==> src/rtl/cam_capture_ctrl.sv <==
// cam_capture_ctrl
//   Gates whole camera frames into the DMA pixel stream and measures the
//   incoming frame rate.
//
//   Optional feature: define CAM_CAPTURE_PIXCNT_EN to count the pixels of each
//   captured frame into last_frame_pixels. Left undefined, that port is 0.
//
//   Ports:
//     clk, reset                 system clock, synchronous active-high reset
//     cam_confdone               sensor configured (level)
//     cam_dma_init_done          DMA ready (level)
//     trigger_capture_frame      rising edge requests one frame
//     continuous_capture_frame   capture every frame while high
//     in_frame_valid/in_valid/in_data   camera pixel stream
//     out_valid/out_data/out_sof/out_eof  pixel stream to DMA (1 cycle latency)
//     capture_busy               FSM in ARM or CAPTURE
//     frames_per_second          frames seen in the last full window
//     capture_status             {frame_count[15:0], 12'd0, trig_pending, state, enable}
//     last_frame_pixels          pixel count of last captured frame (optional)
module cam_capture_ctrl #(
    parameter int DATA_WIDTH  = 16,
    parameter int CLK_FREQ_HZ = 100000000,
    parameter int FPS_WIDTH   = 32
) (
    input  logic                  clk,
    input  logic                  reset,
    input  logic                  cam_confdone,
    input  logic                  cam_dma_init_done,
    input  logic                  trigger_capture_frame,
    input  logic                  continuous_capture_frame,
    input  logic                  in_frame_valid,
    input  logic                  in_valid,
    input  logic [DATA_WIDTH-1:0] in_data,
    output logic                  out_valid,
    output logic [DATA_WIDTH-1:0] out_data,
    output logic                  out_sof,
    output logic                  out_eof,
    output logic                  capture_busy,
    output logic [FPS_WIDTH-1:0]  frames_per_second,
    output logic [31:0]           capture_status,
    output logic [31:0]           last_frame_pixels
);

    localparam int WIN_W = (CLK_FREQ_HZ > 1) ? $clog2(CLK_FREQ_HZ) : 1;

    typedef enum logic [1:0] {
        IDLE    = 2'd0,
        ARM     = 2'd1,
        CAPTURE = 2'd2
    } state_t;

    state_t                  state_q, state_d;
    logic                    trig_d_q, fv_d_q;
    logic                    trig_pending_q, trig_pending_d;
    logic                    valid_q, valid_d;
    logic [DATA_WIDTH-1:0]   data_q;
    logic                    sof_q, sof_d;
    logic                    sof_pend_q, sof_pend_d;
    logic                    eof_q, eof_d;
    logic [15:0]             cnt_q, cnt_d;
    logic [WIN_W-1:0]        win_q, win_d;
    logic [FPS_WIDTH-1:0]    fcnt_q, fcnt_d, fcnt_inc;
    logic [FPS_WIDTH-1:0]    fps_q, fps_d;

    logic enable, trig_rise, fv_rise, fv_fall, cap_start, gate, win_term;

    always_comb begin
        enable    = cam_confdone & cam_dma_init_done;
        trig_rise = trigger_capture_frame & ~trig_d_q;
        fv_rise   = in_frame_valid & ~fv_d_q;
        fv_fall   = ~in_frame_valid & fv_d_q;
        // A dropped enable in ARM wins over a coincident frame start.
        cap_start = (state_q == ARM) & fv_rise & enable;
        gate      = cap_start | ((state_q == CAPTURE) & in_frame_valid);
        valid_d   = in_valid & in_frame_valid & gate;
        eof_d     = (state_q == CAPTURE) & fv_fall;

        state_d = state_q;
        case (state_q)
            IDLE:    if (enable && (trig_pending_q || continuous_capture_frame)) state_d = ARM;
            ARM:     if (!enable) state_d = IDLE;
                     else if (fv_rise) state_d = CAPTURE;
            CAPTURE: if (fv_fall) state_d = (continuous_capture_frame && enable) ? ARM : IDLE;
            default: state_d = IDLE;
        endcase

        // A fresh trigger edge is kept even if it lands on the capture-start cycle.
        trig_pending_d = trig_pending_q;
        if (!enable)        trig_pending_d = 1'b0;
        else if (trig_rise) trig_pending_d = 1'b1;
        else if (cap_start) trig_pending_d = 1'b0;

        // sof rides on the first emitted pixel, which may come later than the
        // frame start when the line begins with blanking.
        sof_d      = valid_d & (cap_start | sof_pend_q);
        sof_pend_d = sof_pend_q;
        if (cap_start)             sof_pend_d = ~valid_d;
        else if (valid_d || eof_d) sof_pend_d = 1'b0;

        cnt_d = cnt_q + 16'(eof_d);

        win_term = (win_q == WIN_W'(CLK_FREQ_HZ - 1));
        win_d    = win_term ? '0 : win_q + WIN_W'(1);
        fcnt_inc = (fcnt_q == '1) ? fcnt_q : fcnt_q + FPS_WIDTH'(1);
        fps_d    = fps_q;
        fcnt_d   = fv_rise ? fcnt_inc : fcnt_q;
        if (win_term) begin
            // A frame starting on the terminal cycle belongs to the closing window.
            fps_d  = fcnt_d;
            fcnt_d = '0;
        end
    end

    always_ff @(posedge clk) begin
        if (reset) begin
            state_q        <= IDLE;
            trig_d_q       <= 1'b0;
            fv_d_q         <= 1'b0;
            trig_pending_q <= 1'b0;
            valid_q        <= 1'b0;
            data_q         <= '0;
            sof_q          <= 1'b0;
            sof_pend_q     <= 1'b0;
            eof_q          <= 1'b0;
            cnt_q          <= '0;
            win_q          <= '0;
            fcnt_q         <= '0;
            fps_q          <= '0;
        end else begin
            state_q        <= state_d;
            trig_d_q       <= trigger_capture_frame;
            fv_d_q         <= in_frame_valid;
            trig_pending_q <= trig_pending_d;
            valid_q        <= valid_d;
            data_q         <= in_data;
            sof_q          <= sof_d;
            sof_pend_q     <= sof_pend_d;
            eof_q          <= eof_d;
            cnt_q          <= cnt_d;
            win_q          <= win_d;
            fcnt_q         <= fcnt_d;
            fps_q          <= fps_d;
        end
    end

    assign out_valid         = valid_q;
    assign out_data          = data_q;
    assign out_sof           = sof_q;
    assign out_eof           = eof_q;
    assign capture_busy      = (state_q == ARM) || (state_q == CAPTURE);
    assign frames_per_second = fps_q;
    assign capture_status    = {cnt_q, 12'd0, trig_pending_q, state_q, enable};

`ifdef CAM_CAPTURE_PIXCNT_EN
    logic [31:0] pix_q, pix_d, lfp_q, lfp_d;

    always_comb begin
        pix_d = pix_q;
        lfp_d = lfp_q;
        if (cap_start)                      pix_d = '0;
        else if (valid_q && pix_q != '1)    pix_d = pix_q + 32'd1;
        // By the out_eof cycle the last pixel has already been counted.
        if (eof_q)                          lfp_d = pix_q;
    end

    always_ff @(posedge clk) begin
        if (reset) begin
            pix_q <= '0;
            lfp_q <= '0;
        end else begin
            pix_q <= pix_d;
            lfp_q <= lfp_d;
        end
    end

    assign last_frame_pixels = lfp_q;
`else
    assign last_frame_pixels = '0;
`endif

endmodule

==> config.mk <==
export PLATFORM = sky130hd
export DESIGN_NAME = cam_capture_ctrl
export DESIGN_NICKNAME = d
export VERILOG_FILES = /design/src/rtl/cam_capture_ctrl.sv
export SDC_FILE = /design/constraint.sdc
export NUM_CORES = 1
export LEC_CHECK = 0
export BUFFER_PORTS_ARGS = -buffer_cell sky130_fd_sc_hd__buf_2
export CORE_MARGIN = 3
export CORE_UTILIZATION = 53
export DETAILED_ROUTE_END_ITERATION = 7
export PLACE_DENSITY = 0.89
export RECOVER_POWER = 25
export SLEW_MARGIN = 40
export SYNTH_ARGS = -nofsm -noshare
export SYNTH_HDL_FRONTEND = slang
export SYNTH_SLANG_ARGS = --single-unit
==> constraint.sdc <==
create_clock -name clk -period 3 [get_ports clk]
set_clock_uncertainty 0.1 [all_clocks]
set_input_delay 0.3 -clock clk [delete_from_list [all_inputs] [get_ports clk]]
set_output_delay 0.3 -clock clk [all_outputs]
set_load 0.01 [all_outputs]
==> metrics, run 1 <==
WP data arrival=2.72 ns; number of I/O port buffers=95; post-route ant nets=0; Wirelength per Cell=15.4 µm; syn avg cell area=9.25 µm²; number of cells on the worst hold path=3; pin count of the biggest net entering global routing=58; crit path time final=2.44 ns; post-route setup TNS=0 ns; DRC=0; Post-DP HPWL=8680 µm; total number of vias=4616; CP Capture Type=register; antenna violations before repair=0; number of vias per cell=5.35; Die X=109 µm; layout cells sized above 1=0.155; WL final=13300 µm; ys async rst share=0; Post-Synthesis Cells=604; #FFs+latches synth=132; R2R Setup Slk=0.56 ns; worst reg2reg path startpoint=state_q[0]; first drt pass iteration count=5; H-tree depth=4; RSZ-0062 raised after global routing=false; worst slew pin tran=0.728 ns; ys flop type=dfxtp_1; Setup crit start kind=register; Rows=36; WS Path Type=register to register; Max Transition Viols Final=0; Cell Count, Final, Fillers Out=863; number of global-route vias before repair=4593; hold crit path type=input port to register; Area growth, synth to finish=20.5%; Post-synth EDFFs=0; first-pass GRT wire length=21400 µm; status=finished, final reports clean; post-synth top area share=0.473; die area=11800 µm²; total global-route track usage=0.228; post-CTS resize count=0; Setup-failing EPs final=0; Distinct cells, synth=47; most numerous cell in the Yosys netlist=dfxtp_1; r2r endpoint=cnt_q[12]; CTS tree=done; post-synthesis sequential area ratio=0.473; cell count after placement=812; cell taking the most area after synthesis=dfxtp_1; Synth area leaders=dfxtp_1 47%, nor2_1 7.0%, xor2_1 6.7%, buf_4 6.2%, xnor2_1 3.3%; max_cap viols=0; clk slew on worst S/H paths=0.06 ns; clock sinks=132; Pwr Density=591 nW/µm²; ANT cells=0; worst skew pair latency=0.52 ns; Synth top cells by count=132 x dfxtp_1, 104 x nor2_1, 46 x buf_4; peak supply drop=274 µV; gpl congestion=0.861; GRT overflow=0; WHS Endpoint=frames_per_second[19]; peak fanout along the critical path=5; Fmax=410 MHz; Max transition margin=0.514; cts bufs inserted=17; FF-to-FF path depth=12; initial core utilization=0.559; synthesis warning total=0; crit share post-route=0.812; IO Pins=140; synthesized cell area=5590 µm²; Final Hold Fails=0; Worst EP required=3.28 ns; fin nets=749; P_leak=2.74 nW; CTS Buffer Depth=2; worst hold start=reset; CORE AREA=10000 µm²; DR iter-0 viols=346; Die H=109 µm; CTS root buf=clkbuf_8
==> power breakdown <==
group          leakage (nW)  total, mW  internal, mW  switching (mW)
Clock                 0.273       2.02          1.25           0.767
Sequential             1.07       1.79          1.78          0.0156
Combinational          1.39      0.168        0.0622           0.106
Total                  2.74       3.98          3.09           0.888
==> area by class of cell <==
class	instances	area, µm²
clock buffers	21	459
clock inverters	11	125
fillers	769	3270
inverters	8	30.0
multi-input cells	440	2650
flip-flops and latches	132	2640
well taps	133	166
repair buffers	118	657
==> worst max path at each step <==
stage | startpoint | end | slack, ns | cells after the start
3_5_place_dp | state_q[0] | cnt_q[12] | 0.57 | 12
6_report | state_q[0] | cnt_q[12] | 0.56 | 12
2_1_floorplan | state_q[1] | cnt_q[10] | 0.78 | 9
4_1_cts | state_q[0] | cnt_q[12] | 0.56 | 12
3_3_place_gp | state_q[0] | cnt_q[12] | 0.73 | 12
5_1_grt | state_q[0] | cnt_q[12] | 0.34 | 12
==> worst max-delay path, cell delays in order (launching register included) <==
cell and delay (ns):
dfxtp_1 0.35, inv_1 0.10, ha_1 0.25, inv_1 0.08, or2_2 0.32, inv_1 0.07
ha_1 0.18, ha_1 0.25, nand3_1 0.14, nor2_1 0.18, nand2_1 0.09, xor2_1 0.15
nor2_1 0.05
==> kinds of logic after synthesis <==
logic type / share of synthesized area
simple gates: 0.250
flops: 0.473
buf+inv: 0.0829
xor+xnor: 0.100
compound gates: 0.0699
fa+ha+maj: 0.0179
mux: 0.00538
other cells: 0.000671
==> cells in the final DEF, fill, tap and decap left out, drive strengths merged, types with 6 or more instances in the layout <==
cell type	Yosys	routed
dfxtp	132	132
nor2	104	104
buf	53	68
clkbuf	14	52
conb	1	44
xor2	43	43
nand2	34	34
nand3	34	34
nor2b	25	25
nand4	23	23
xnor2	21	21
dlygate4sd3	0	19
a211oi	17	17
o2bb2ai	16	16
and3	12	12
inv	8	10
a21oi	8	8
ha	8	8
nor3	6	6
==> per-layer routing <==
metal | wire, µm | track usage | part of all wire
met4 | 200 | 0.0757 | 0.015
met1 | 5490 | 0.261 | 0.41
met2 | 6570 | 0.403 | 0.49
met5 | 0 | 0 | 0
met3 | 1010 | 0.0710 | 0.076
==> per-stage QoR <==
step           area [µm²]  utilization  setup slack, ns  hold WS [ns]  power (mW)
6_report             6730        0.673            0.564         0.130        3.98
5_1_grt              6730        0.673            0.339         0.131        4.09
2_1_floorplan        5750            -            0.779         0.312        1.97
4_1_cts              6770        0.677            0.559         0.118        3.99
3_5_place_dp         6000        0.600            0.573         0.345        1.98
3_3_place_gp         5990        0.599            0.729         0.344        1.97
==> state kept, by name (all words and copies together) (netlist names), 2 cells and up <==
signal,cells
win_q,27
cnt_q,16
state_q,2
fcnt_q,32
frames_per_second,32
out_data,16
==> what timing repair did <==
action / in CTS / in global routing
endpoints found under the setup margin: 0 / 0
hold buffers: 19 / 0
endpoints found under the hold margin: 21 / 0
buffers inserted: 0 / 0
(Power assumes the default switching activity.)
==> inputs of run 2 (changes only) <==
CORE_UTILIZATION = 48   (was 53)
PLACE_DENSITY = 0.85   (was 0.89)
clock period = 2.2 ns   (was 3 ns; I/O delays follow)
==> metrics, run 2 (same netlist as run 1, synthesis figures left out) <==
CTS Buffer Depth=2 (unchanged); Setup crit start kind=register; antenna violations before repair=0 (unchanged); peak fanout along the critical path=3 (-2); Rows=38 (+5.6%); worst skew pair latency=0.41 ns (-0.11 ns); Setup-failing EPs final=0 (unchanged); peak supply drop=487 µV (+78%); number of cells on the worst hold path=2 (-1); Pwr Density=771 nW/µm² (+30%); P_leak=2.89 nW (+5.5%); WL final=13200 µm (-0.74%); fin nets=773 (+3.2%); clock sinks=132 (unchanged); CTS root buf=clkbuf_16; total global-route track usage=0.198 (-0.0295); die area=13000 µm² (+9.8%); GRT overflow=0 (unchanged); cell count after placement=841 (+3.6%); most common cell after layout, fill and taps aside=dfxtp_1; initial core utilization=0.502 (-0.0565); CTS tree=done; FF-to-FF path depth=10 (-2); IO Pins=140 (unchanged); total number of vias=4651 (+0.76%); CP Capture Type=register; max_cap viols=0 (unchanged); sw power=1.37 mW (+55%); CORE AREA=11100 µm² (+11%); post-route ant nets=0 (unchanged); Die X=114 µm (+4.8%); P_int=4.03 mW (+31%); clk slew on worst S/H paths=0.06 ns (about the same); Area growth, synth to finish=25.5%; Fmax=466 MHz (+14%); Filler cells=870 (+13%); hold crit path type=input port to register; WP data arrival=2.38 ns (-0.34 ns); Clk network pwr share=0.505 (-0.002); cts bufs inserted=17 (unchanged); max incr delay on CP=0.37 ns (+0.02 ns); Die H=114 µm (+4.8%); part of the power in combinational logic=0.044 (+0.002); DRC=0 (unchanged); Final Hold Fails=0 (unchanged); DR iter-0 viols=425 (+23%); Cell Count, Final, Fillers Out=894 (+3.6%); number of global-route vias before repair=4439 (-3.4%); Wirelength per Cell=14.7 µm (-4.2%); H-tree depth=4 (unchanged); WS Path Type=register to register; ANT cells=0 (unchanged); worst path cell trace=inv_1, ha_2, inv_1, or2_2, inv_2, ha_4, ha_2, nand3_2, or3_1, a21oi_1; critical path's slowest cell=or3_1; Net Sw Frac=0.254 (+0.0308); first drt pass iteration count=5 (unchanged); status=finished, final reports clean; pin count of the biggest net entering global routing=48 (-17%); first-pass GRT wire length=21200 µm (-1.2%); Max Transition Viols Final=0 (unchanged); post-route setup TNS=0 ns (unchanged); Post-DP HPWL=8350 µm (-3.8%); crit path time final=2.15 ns (-0.291 ns); crit share post-route=0.975 (+0.163); number of I/O port buffers=95 (unchanged); gpl congestion=0.852 (-1.0%); layout cells sized above 1=0.204 (+0.0494); number of vias per cell=5.20 (-2.7%); Worst EP required=2.43 ns (-0.85 ns); Max transition margin=0.535 (+0.0209); most frequent cells in the layout=132 x dfxtp_1, 100 x nor2_1, 63 x buf_2; worst slew pin tran=0.697 ns (-0.0313 ns); sequential share of power=0.450 (about the same)
==> run 2: cell types whose count changed in the layout (fill, tap and decap cells not counted), moves of 3 or more <==
cell	delta
buf_4	+23
clkbuf_8	-4
clkinv_4	+3
clkinvlp_4	-4
ha_1	-3
inv_8	+5
nand3_1	-3
nand3_2	+3
nor2_1	-3
nor2_2	+3
==> run 2: power groups by stage <==
stage	registers [mW]	clock network, mW	logic [mW]
CTS	2.43	2.77	0.242
detailed placement	2.49	0	0.216
floorplan	2.50	0	0.184
global route	2.44	2.88	0.267
global placement	2.49	0	0.212
finish	2.43	2.73	0.239
==> run 2: what timing repair did <==
item / CTS / global route
setup buffers: 3 / 0
hold endpoints to repair: 20 / 0
pin swaps: 1 / 4
hold buffers: 18 / 0
endpoints found under the setup margin: 15 / 52
resized for setup: 1 / 17
==> run 2: worst paths after layout <==
path / slack (ns) / from / endpoint
max: 0.05 / state_q[0] / cnt_q[10]
min: 0.04 / in_frame_valid / fv_d_q
max reg2reg: 0.05 / state_q[0] / cnt_q[10]
min reg2reg: 0.36 / frames_per_second[22] / frames_per_second[22]
==> run 2: cell type report <==
type | count | area (µm²) | area share
clock buffers | 17 | 425 | 0.0607
repair buffers | 142 | 850 | 0.121
flip-flops and latches | 132 | 2640 | 0.377
inverters | 8 | 30.0 | 0.00428
multi-input cells | 440 | 2730 | 0.390
clock inverters | 15 | 158 | 0.0225
well taps | 140 | 175 | 0.0250
==> run 2: metal layers <==
layer	wire, µm	global-route usage	vias up	share of wire
li1	-	-	2236	-
met1	5620	0.250	2159	0.43
met2	6150	0.331	216	0.47
met3	967	0.0435	40	0.073
met4	433	0.0800	0	0.033
met5	0	0	-	0
==> run 2: critical path: cells and delay by family, from the launching register on <==
family          cells  cell delay [ns]
buf+inv             3             0.21
compound gates      1             0.14
flops               1             0.31
fa+ha+maj           3             0.51
simple gates        3             0.81
==> run 2: stage by stage <==
stage	setup WS (ns)	hold slack (ns)	total power, mW	area, µm²	utilization
final	0.0544	0.0410	5.40	7010	0.630
after global routing	-0.0310	0.0577	5.59	7010	0.630
after CTS	0.00565	0.0248	5.44	6980	0.627
after detailed placement	-0.0692	0.333	2.70	6190	0.556
after global placement	-0.00249	0.327	2.70	6180	0.556
after floorplan	0.00983	0.232	2.68	5750	-
==> inputs of run 3 (changes only) <==
RECOVER_POWER = default   (was 25)
==> metrics, run 3 (same netlist as run 1, synthesis figures left out) <==
status=finished, final reports clean; most common cell after layout, fill and taps aside=dfxtp_1; Critical Path Start=state_q[0]; IO Pins=140 (unchanged); WP data arrival=2.37 ns (about the same); Fmax=467 MHz (+0.10%); number of vias per cell=5.19 (-0.28%); CP Capture Type=register; H-tree depth=4 (unchanged); first-pass GRT wire length=21200 µm (unchanged); Wirelength per Cell=14.6 µm (-0.57%); DRC=0 (unchanged); cell count after placement=841 (unchanged); Post-DP HPWL=8350 µm (unchanged); CP bufs+invs=3 (unchanged); number of I/O port buffers=95 (unchanged); GRT overflow=0 (unchanged); CTS Buffer Depth=2 (unchanged); clock sinks=132 (unchanged); Final Hold Fails=0 (unchanged); crit path time final=2.14 ns (-0.00220 ns); gpl congestion=0.852 (unchanged); Area growth, synth to finish=26.2%; Max transition margin=0.534 (-0.000589); Die H=114 µm (unchanged); P_leak=3.01 nW (+4.4%); peak fanout along the critical path=3 (unchanged); Pwr Density=767 nW/µm² (-0.49%); number of global-route vias before repair=4439 (unchanged); total global-route track usage=0.198 (unchanged); max incr delay on CP=0.37 ns (about the same); worst skew pair latency=0.41 ns (about the same); layout cells sized above 1=0.247 (+0.0424); worst hold start=in_frame_valid; die area=13000 µm² (unchanged); multi-input combinational cell area=2730 µm² (unchanged); Die X=114 µm (unchanged); fin nets=773 (unchanged); ANT cells=0 (unchanged); total number of vias=4638 (-0.28%); post-route ant nets=0 (unchanged); pin count of the biggest net entering global routing=48 (unchanged); hold crit path type=input port to register; Rows=38 (unchanged); worst slew pin tran=0.698 ns (+0.000882 ns); CTS root buf=clkbuf_16; Max Transition Viols Final=0 (unchanged); Filler cells=848 (-2.5%); Setup-failing EPs final=0 (unchanged); Cell Count, Final, Fillers Out=894 (unchanged); CORE AREA=11100 µm² (unchanged); critical path's top delay family=simple AND/OR/NAND/NOR gates; Setup crit start kind=register; worst path cell trace=inv_1, ha_2, inv_1, or2_2, inv_2, ha_4, ha_2, nand3_2, or3_1, a21oi_1; antenna violations before repair=0 (unchanged); Tot Pwr=5.41 mW (about the same); WS Path Type=register to register; initial core utilization=0.502 (unchanged); critical path's slowest cell=or3_1; clk slew on worst S/H paths=0.06 ns (about the same); worst reg2reg path startpoint=state_q[0]; peak supply drop=487 µV (about the same); max_cap viols=0 (unchanged); CTS tree=done; cts bufs inserted=17 (unchanged); first drt pass iteration count=5 (unchanged); DR iter-0 viols=442 (+4.0%); Reg area=2640 µm² (unchanged); most frequent cells in the layout=132 x dfxtp_1, 100 x nor2_1, 95 x buf_2; crit share post-route=0.974 (-0.00100); WL final=13100 µm (-0.57%); Worst EP required=2.43 ns (about the same)
-- run 3: cell count changes in the layout (fill, tap and decap cells not counted), sizes merged --
cell    before  now
buf         92  124
clkbuf      49   17
-- run 3: area by class of cell --
type                            instances  area share
Inverter                                8     0.00426
Timing Repair Buffer                  142       0.126
Sequential cell                       132       0.375
Clock inverter                         15      0.0224
Clock buffer                           17      0.0603
Multi-Input combinational cell        440       0.387
Tap cell                              140      0.0248
-- run 3: metrics by stage --
stage | setup TNS, ns | utilization | setup WS [ns] | hold WS, ns | area (µm²)
after floorplan | 0 | - | 0.00983 | 0.232 | 5750
after global placement | -0.00296 | 0.556 | -0.00249 | 0.327 | 6180
after detailed placement | -0.120 | 0.556 | -0.0692 | 0.333 | 6190
after CTS | 0 | 0.627 | 0.00565 | 0.0248 | 6980
after global routing | -0.0766 | 0.634 | -0.0309 | 0.0577 | 7050
final | 0 | 0.634 | 0.0566 | 0.0420 | 7050
-- run 3: final timing paths --
path	depth (start not counted)	end	slack, ns
max	10	cnt_q[10]	0.06
min	2	fv_d_q	0.04
max reg2reg	10	cnt_q[10]	0.06
min reg2reg	1	frames_per_second[22]	0.36
-- run 3: power breakdown --
part / internal [mW] / switching [mW] / total, mW / leakage (nW)
combinational: 0.0982 / 0.146 / 0.244 / 1.66
sequential: 2.42 / 0.0142 / 2.43 / 1.07
clock: 1.52 / 1.21 / 2.73 / 0.284
total: 4.04 / 1.37 / 5.41 / 3.01
-- run 3: layer usage --
layer | part of all wire | track usage
met5 | 0 | 0
met3 | 0.074 | 0.0435
met4 | 0.031 | 0.0800
met1 | 0.42 | 0.250
met2 | 0.47 | 0.331
-- run 3: repair_timing --
item / CTS / global route
pin swaps: 1 / 4
cloned: 0 / 0
endpoints found under the setup margin: 15 / 52
buffers inserted: 3 / 0
resized for setup: 1 / 17
hold buffers: 18 / 0
endpoints found under the hold margin: 20 / 0
-- run 3: worst register-to-register path, delay by kind of cell, from the launching register on --
kind / cells / cell delay, ns
and+or+nand+nor: 3 / 0.81
DFF: 1 / 0.31
adders and majority gates: 3 / 0.51
buffers and inverters: 3 / 0.21
AOI/OAI and AO/OA: 1 / 0.14
